`config.mk`:
```
export PLATFORM = sky130hd
export DESIGN_NAME = axis_frame_len_mon
export DESIGN_NICKNAME = d
export VERILOG_FILES = /design/src/rtl/axis_mon_pkg.sv /design/src/rtl/axis_keep_popcount.sv /design/src/rtl/axis_frame_len_mon.sv
export SDC_FILE = /design/constraint.sdc
export NUM_CORES = 1
export LEC_CHECK = 0
export CAP_MARGIN = 10
export CORE_MARGIN = 8
export CORE_UTILIZATION = 30
export CTS_BUF_LIST = sky130_fd_sc_hd__clkbuf_2
export CTS_CLUSTER_DIAMETER = 40
export CTS_CLUSTER_SIZE = 30
export DETAILED_ROUTE_END_ITERATION = 7
export PLACE_DENSITY = 0.48
export SKIP_CTS_REPAIR_TIMING = 1
export SLEW_MARGIN = 40
export SYNTH_ARGS = -nofsm -noshare
export SYNTH_HDL_FRONTEND = slang
export SYNTH_SLANG_ARGS = --single-unit
```
`constraint.sdc`:
```
create_clock -name clk -period 11.35 [get_ports clk]
set_input_delay 2.27 -clock clk [delete_from_list [all_inputs] [get_ports clk]]
set_output_delay 2.27 -clock clk [all_outputs]
set_load 0.01 [all_outputs]
```
`src/rtl/axis_mon_pkg.sv`:
```
// Shared helpers for the AXI-Stream monitors: saturating arithmetic and all-ones constants.
package axis_mon_pkg;

    localparam int unsigned MON_MAX_W = 64;

    typedef logic [MON_MAX_W-1:0] mon_word_t;

    typedef struct packed {
        logic sat;
        logic runt;
        logic giant;
    } len_flags_t;

    function automatic mon_word_t all_ones(input int unsigned w);
        if (w >= MON_MAX_W) return '1;
        return (mon_word_t'(1) << w) - mon_word_t'(1);
    endfunction

    function automatic logic add_ovf(input mon_word_t a, input mon_word_t b, input int unsigned w);
        logic [MON_MAX_W:0] s;
        s = {1'b0, a} + {1'b0, b};
        return s > {1'b0, all_ones(w)};
    endfunction

    // Sum clamped to the largest value representable in w bits
    function automatic mon_word_t sat_add(input mon_word_t a, input mon_word_t b, input int unsigned w);
        logic [MON_MAX_W:0] s;
        s = {1'b0, a} + {1'b0, b};
        if (s > {1'b0, all_ones(w)}) return all_ones(w);
        return s[MON_MAX_W-1:0];
    endfunction

    function automatic mon_word_t max_val(input mon_word_t a, input mon_word_t b);
        return (a > b) ? a : b;
    endfunction

    function automatic mon_word_t min_val(input mon_word_t a, input mon_word_t b);
        return (a < b) ? a : b;
    endfunction

endpackage

```
`src/rtl/axis_keep_popcount.sv`:
```
// Combinational count of set tkeep bits.
module axis_keep_popcount #(
    parameter int unsigned KEEP_WIDTH = 8,
    localparam int unsigned CNT_WIDTH = $clog2(KEEP_WIDTH + 1)
) (
    input  logic [KEEP_WIDTH-1:0] keep,
    output logic [CNT_WIDTH-1:0]  count_c
);

    always_comb begin
        count_c = '0;
        for (int i = 0; i < int'(KEEP_WIDTH); i++) begin
            count_c = count_c + CNT_WIDTH'(keep[i]);
        end
    end

endmodule

```
`src/rtl/axis_frame_len_mon.sv`:
```
// Passive AXI-Stream frame-length monitor: saturating byte count per frame, runt/giant
// flags, held result with drop accounting, and running frame statistics.
module axis_frame_len_mon
    import axis_mon_pkg::*;
#(
    parameter int unsigned DATA_WIDTH  = 64,
    parameter bit          KEEP_ENABLE = (DATA_WIDTH > 8),
    parameter int unsigned KEEP_WIDTH  = (DATA_WIDTH + 7) / 8,
    parameter int unsigned LEN_WIDTH   = 16,
    parameter int unsigned COUNT_WIDTH = 32
) (
    input  logic                   clk,
    input  logic                   rst_n,
    input  logic [KEEP_WIDTH-1:0]  monitor_axis_tkeep,
    input  logic                   monitor_axis_tvalid,
    input  logic                   monitor_axis_tready,
    input  logic                   monitor_axis_tlast,
    input  logic [LEN_WIDTH-1:0]   cfg_min_len,
    input  logic [LEN_WIDTH-1:0]   cfg_max_len,
    input  logic                   stat_clear,
    output logic [LEN_WIDTH-1:0]   frame_len,
    output logic                   frame_len_sat,
    output logic                   frame_len_runt,
    output logic                   frame_len_giant,
    output logic                   frame_len_valid,
    input  logic                   frame_len_ready,
    output logic                   frame_active,
    output logic                   frame_dropped,
    output logic [COUNT_WIDTH-1:0] stat_frames,
    output logic [COUNT_WIDTH-1:0] stat_drops,
    output logic [LEN_WIDTH-1:0]   stat_min_len,
    output logic [LEN_WIDTH-1:0]   stat_max_len
);

    localparam int unsigned PC_WIDTH = $clog2(KEEP_WIDTH + 1);
    localparam logic [LEN_WIDTH-1:0] LEN_ONES = LEN_WIDTH'(all_ones(LEN_WIDTH));

    logic [LEN_WIDTH-1:0]   acc;
    logic                   sat_flag;
    logic [LEN_WIDTH-1:0]   beat_bytes;
    logic                   beat;
    logic                   done;
    logic                   hold_busy;
    logic                   drop_c;
    logic [LEN_WIDTH-1:0]   len_c;
    logic                   ovf_c;
    len_flags_t             flags_c;

    logic [COUNT_WIDTH-1:0] frames_base, frames_next;
    logic [COUNT_WIDTH-1:0] drops_base, drops_next;
    logic [LEN_WIDTH-1:0]   min_base, min_next;
    logic [LEN_WIDTH-1:0]   max_base, max_next;

    generate
        if (KEEP_ENABLE) begin : g_keep
            logic [PC_WIDTH-1:0] keep_count;
            axis_keep_popcount #(.KEEP_WIDTH(KEEP_WIDTH)) u_popcount (
                .keep    (monitor_axis_tkeep),
                .count_c (keep_count)
            );
            assign beat_bytes = LEN_WIDTH'(keep_count);
        end else begin : g_no_keep
            assign beat_bytes = LEN_WIDTH'(1);
        end
    endgenerate

    assign beat      = monitor_axis_tvalid & monitor_axis_tready;
    assign done      = beat & monitor_axis_tlast;
    assign hold_busy = frame_len_valid & ~frame_len_ready;
    assign drop_c    = done & hold_busy;

    // Length including the current beat; becomes the new acc or the frame result
    always_comb begin
        len_c         = LEN_WIDTH'(sat_add(mon_word_t'(acc), mon_word_t'(beat_bytes), LEN_WIDTH));
        ovf_c         = add_ovf(mon_word_t'(acc), mon_word_t'(beat_bytes), LEN_WIDTH);
        flags_c.sat   = sat_flag | ovf_c;
        flags_c.runt  = len_c < cfg_min_len;
        flags_c.giant = len_c > cfg_max_len;
    end

    always_ff @(posedge clk or negedge rst_n) begin
        if (!rst_n) begin
            acc          <= '0;
            sat_flag     <= 1'b0;
            frame_active <= 1'b0;
        end else if (beat) begin
            if (monitor_axis_tlast) begin
                acc          <= '0;
                sat_flag     <= 1'b0;
                frame_active <= 1'b0;
            end else begin
                acc          <= len_c;
                sat_flag     <= flags_c.sat;
                frame_active <= 1'b1;
            end
        end
    end

    // Holding register: a result arriving while the previous one is unaccepted is lost
    always_ff @(posedge clk or negedge rst_n) begin
        if (!rst_n) begin
            frame_len       <= '0;
            frame_len_sat   <= 1'b0;
            frame_len_runt  <= 1'b0;
            frame_len_giant <= 1'b0;
            frame_len_valid <= 1'b0;
            frame_dropped   <= 1'b0;
        end else begin
            frame_dropped <= drop_c;
            if (done && !hold_busy) begin
                frame_len       <= len_c;
                frame_len_sat   <= flags_c.sat;
                frame_len_runt  <= flags_c.runt;
                frame_len_giant <= flags_c.giant;
                frame_len_valid <= 1'b1;
            end else if (frame_len_valid && frame_len_ready) begin
                frame_len_valid <= 1'b0;
            end
        end
    end

    // Clear applies first so a frame completing alongside it is still counted
    always_comb begin
        frames_base = stat_clear ? '0 : stat_frames;
        drops_base  = stat_clear ? '0 : stat_drops;
        min_base    = stat_clear ? LEN_ONES : stat_min_len;
        max_base    = stat_clear ? '0 : stat_max_len;
        frames_next = frames_base;
        drops_next  = drops_base;
        min_next    = min_base;
        max_next    = max_base;
        if (done) begin
            frames_next = COUNT_WIDTH'(sat_add(mon_word_t'(frames_base), mon_word_t'(1), COUNT_WIDTH));
            min_next    = LEN_WIDTH'(min_val(mon_word_t'(min_base), mon_word_t'(len_c)));
            max_next    = LEN_WIDTH'(max_val(mon_word_t'(max_base), mon_word_t'(len_c)));
        end
        if (drop_c) begin
            drops_next = COUNT_WIDTH'(sat_add(mon_word_t'(drops_base), mon_word_t'(1), COUNT_WIDTH));
        end
    end

    always_ff @(posedge clk or negedge rst_n) begin
        if (!rst_n) begin
            stat_frames  <= '0;
            stat_drops   <= '0;
            stat_min_len <= LEN_ONES;
            stat_max_len <= '0;
        end else begin
            stat_frames  <= frames_next;
            stat_drops   <= drops_next;
            stat_min_len <= min_next;
            stat_max_len <= max_next;
        end
    end

endmodule
```
==> results.sh <==
export IMPL_outcome="completed"
export IMPL_cellPowerDensity_mw_per_mm2=117.5
export IMPL_endpoint_kind="flop"
export IMPL_gr_usage_met1=0.2195
export IMPL_place_inst=1675
export IMPL_ys_seq_area_frac=0.3501
export IMPL_drtIter0Drc=533
export IMPL_num_io_pins=165
export IMPL_root_buffer="clkbuf_2"
export IMPL_track_usage=0.1680
export IMPL_p_seq_frac=0.401
export IMPL_n_fill_cell=3371
export IMPL_netlist_area_mm2=0.009707
export IMPL_cpMostUsedCell="fa_1"
export IMPL_grt_pass1_wl_um=51920
export IMPL_tightestPinTransition_ns=0.7624
export IMPL_p_switching_uw=514.2
export IMPL_p_int_uw=902.1
export IMPL_via_per_inst=5.185
export IMPL_grt_setup_unrepaired="false"
export IMPL_grtUsageMet2=0.2790
export IMPL_port_buffers=164
export IMPL_p_clk_frac=0.259
export IMPL_wl_per_cell_um=18.65
export IMPL_synth_area_top_cells="dfrtp_1, ha_1, dfstp_2"
export IMPL_antenna_found_initial=1
export IMPL_hpwl_um=23640
export IMPL_start_util=0.3014
export IMPL_first_pass_iters=5
export IMPL_setup_viol_count_final=0
export IMPL_cp_slowest_cell="fa_1"
export IMPL_period_needed_ns=8.097
export IMPL_worst_ir_drop_vdd_uv=61.09
export IMPL_path_clk_slew_ns=0.21
export IMPL_ant_nets=0
export IMPL_p_leak_nw=5.052
export IMPL_crit_type="in2reg"
export IMPL_clk_latency_ns=0.71
export IMPL_h_tree_depth=4
export IMPL_syn_inst=1141
export IMPL_tns_ns=0
export IMPL_wirelength_um=31850
export IMPL_synth_ff_type="dfrtp_1"
export IMPL_cts_buffers=17
export IMPL_switching_share=0.3631
export IMPL_gp_congestion=0.8417
export IMPL_core_mm2=0.03221
export IMPL_syn_avg_cell_area_um2=8.507
export IMPL_drv_cap=0
export IMPL_yosysTopAreaCellShare=0.3068
export IMPL_num_nets_final=1406
export IMPL_top_usage_layer="met2"
export IMPL_die_area_mm2=0.03837
export IMPL_cp_start_kind="input port"
export IMPL_critPathMaxFanout=16
export IMPL_yosys_cell_types_count=77
export IMPL_synth_seq_cells=135
export IMPL_cts_tree="done"
export IMPL_drive_above_1_share=0.09238
export IMPL_crit_path_cell_trace="clkdlybuf4s50_1, ha_1, inv_1, fa_1, fa_1, fa_1, fa_1, xnor2_1, ha_1, nor2b_1, o21ai_0, nand2_1, and3_1, or2_2, a21oi_1, ha_1, nor2b_1, o21ai_0, nand2b_1, o311ai_0, o21ai_0, o21ai_4, mux2_2"
export IMPL_hp_class="reg2reg"
export IMPL_ys_warn_count=0
export IMPL_max_freq_mhz=123.5
export IMPL_rows=66
export IMPL_vias=8856
export IMPL_yosys_area_top_type="dfrtp_1"
export IMPL_worstPathArrival_ns=8.68
export IMPL_die_height_um=195.9
export IMPL_synth_edf_count=0
export IMPL_grt_util_met3=0.03787
export IMPL_pwr_share_comb=0.340
export IMPL_instances_no_fill=1708
export IMPL_synthesis_nets=1261
export IMPL_finalMaxSlewViolations=0
export IMPL_grt_pass1_vias=9204
export IMPL_area_growth_pct=24.18
export IMPL_mostFrequentLayoutCell="clkdlybuf4s50_1"
export IMPL_final_cell_mix="clkdlybuf4s50_1, dfrtp_1, nand2_1"
export IMPL_slew_headroom=0.4870
export IMPL_grt_max_degree=75
export IMPL_clock_path_buffers=2
export IMPL_period_share=0.7134
export IMPL_hold_viol=0
export IMPL_async_flop_share=1.000
export IMPL_cp_data_required_time_ns=11.93
export IMPL_grt_overflow=0
export IMPL_worst_path_largest_cell_delay_ns=0.51
export IMPL_fp_dieW_um=195.9
export IMPL_clock_sinks=135
export IMPL_finClkSkew_ns=0.07667
export IMPL_drcViolationCount=0
==> cells by family after synthesis <==
group / after synthesis / synth area share
xor+xnor: 33 / 0.02977
simple gates: 493 / 0.2729
buf+inv: 125 / 0.05130
compound gates: 239 / 0.1506
fa+ha+maj: 75 / 0.1000
flops: 135 / 0.3501
mux: 41 / 0.04537
==> layer usage <==
layer / wire length, um / part of all wire / vias up
li1: - / - / 4387
met1: 14870 / 0.47 / 4243
met2: 14990 / 0.47 / 195
met3: 1503 / 0.047 / 31
met4: 486 / 0.015 / 0
met5: 0 / 0 / -
==> cells in the mapped netlist (18+ instances only) <==
| cell | instances |
|---|---|
| ha_1 | 68 |
| dfrtp_1 | 119 |
| nand4_1 | 32 |
| inv_1 | 78 |
| clkbuf_1 | 32 |
| nor3_1 | 26 |
| or2_2 | 18 |
| nand2b_1 | 39 |
| nand2_1 | 110 |
| o21ai_0 | 83 |
| nand3_1 | 56 |
| and3_1 | 19 |
| nor4_1 | 19 |
| a21oi_1 | 59 |
| mux2_2 | 24 |
| nor2_1 | 76 |
| nor2b_1 | 42 |
| a31oi_1 | 19 |
==> critical path: cells and delay by family <==
kind | cells | cell delay (ns)
fa+ha+maj | 7 | 2.69
compound gates | 6 | 1.71
simple gates | 6 | 1.01
buf+inv | 2 | 0.46
mux | 1 | 0.41
xor+xnor | 1 | 0.13
==> power groups by stage <==
stage | clock, mW | sequential (mW) | combinational (mW)
2_1_floorplan | 0 | 0.577 | 0.279
3_3_place_gp | 0 | 0.577 | 0.475
3_5_place_dp | 0 | 0.576 | 0.487
4_1_cts | 0.383 | 0.568 | 0.489
5_1_grt | 0.402 | 0.575 | 0.547
6_report | 0.367 | 0.568 | 0.482
==> final cells by class <==
class | instances | area, um2 | area share
inverter | 78 | 292.8 | 0.02429
sequential | 135 | 3398 | 0.2819
timing repair buffer | 173 | 1720 | 0.1427
antenna | 1 | 2.502 | 0.0002076
clock buffer | 19 | 95.09 | 0.007889
tap | 408 | 510.5 | 0.04235
clock inverter | 13 | 206.4 | 0.01713
multi-input combinational | 881 | 5828 | 0.4835
==> registers in the layout, summed over array words and instances (netlist names) <==
name             cells
frame_len_sat        1
stat_drops          32
frame_active         1
frame_dropped        1
sat_flag             1
stat_max_len        16
frame_len           16
frame_len_giant      1
frame_len_valid      1
frame_len_runt       1
stat_frames         32
stat_min_len        16
acc                 16
==> stage by stage <==
step / total power, mW / hold WS, ns / cell area (um2) / setup WS (ns) / util
global placement: 1.052 / 0.4645 / 11710 / 2.515 / 0.3637
detailed placement: 1.063 / 0.4736 / 11750 / 2.512 / 0.3648
finish: 1.416 / 0.5123 / 12050 / 3.253 / 0.3743
global route: 1.524 / 0.5441 / 12050 / 2.927 / 0.3743
CTS: 1.441 / 0.5167 / 12050 / 3.290 / 0.3742
floorplan: 0.8568 / 0.4563 / 9707 / 3.576 / -
==> path summary, 6_finish.rpt <==
kind / from / endpoint / slack, ns / cells past startpoint
setup / recovery: monitor_axis_tkeep[0] / stat_max_len[15] / 3.25 / 23
hold / removal: frame_len[15] / frame_len[15] / 0.51 / 2
setup reg to reg: stat_drops[1] / stat_drops[22] / 6.73 / 11
hold reg to reg: frame_len[15] / frame_len[15] / 0.51 / 2
max in group asynchronous: rst_n / stat_min_len[6] / 8.58 / 3
min in group asynchronous: rst_n / stat_frames[15] / 1.54 / 1
Power figures use the tool's default switching activity.
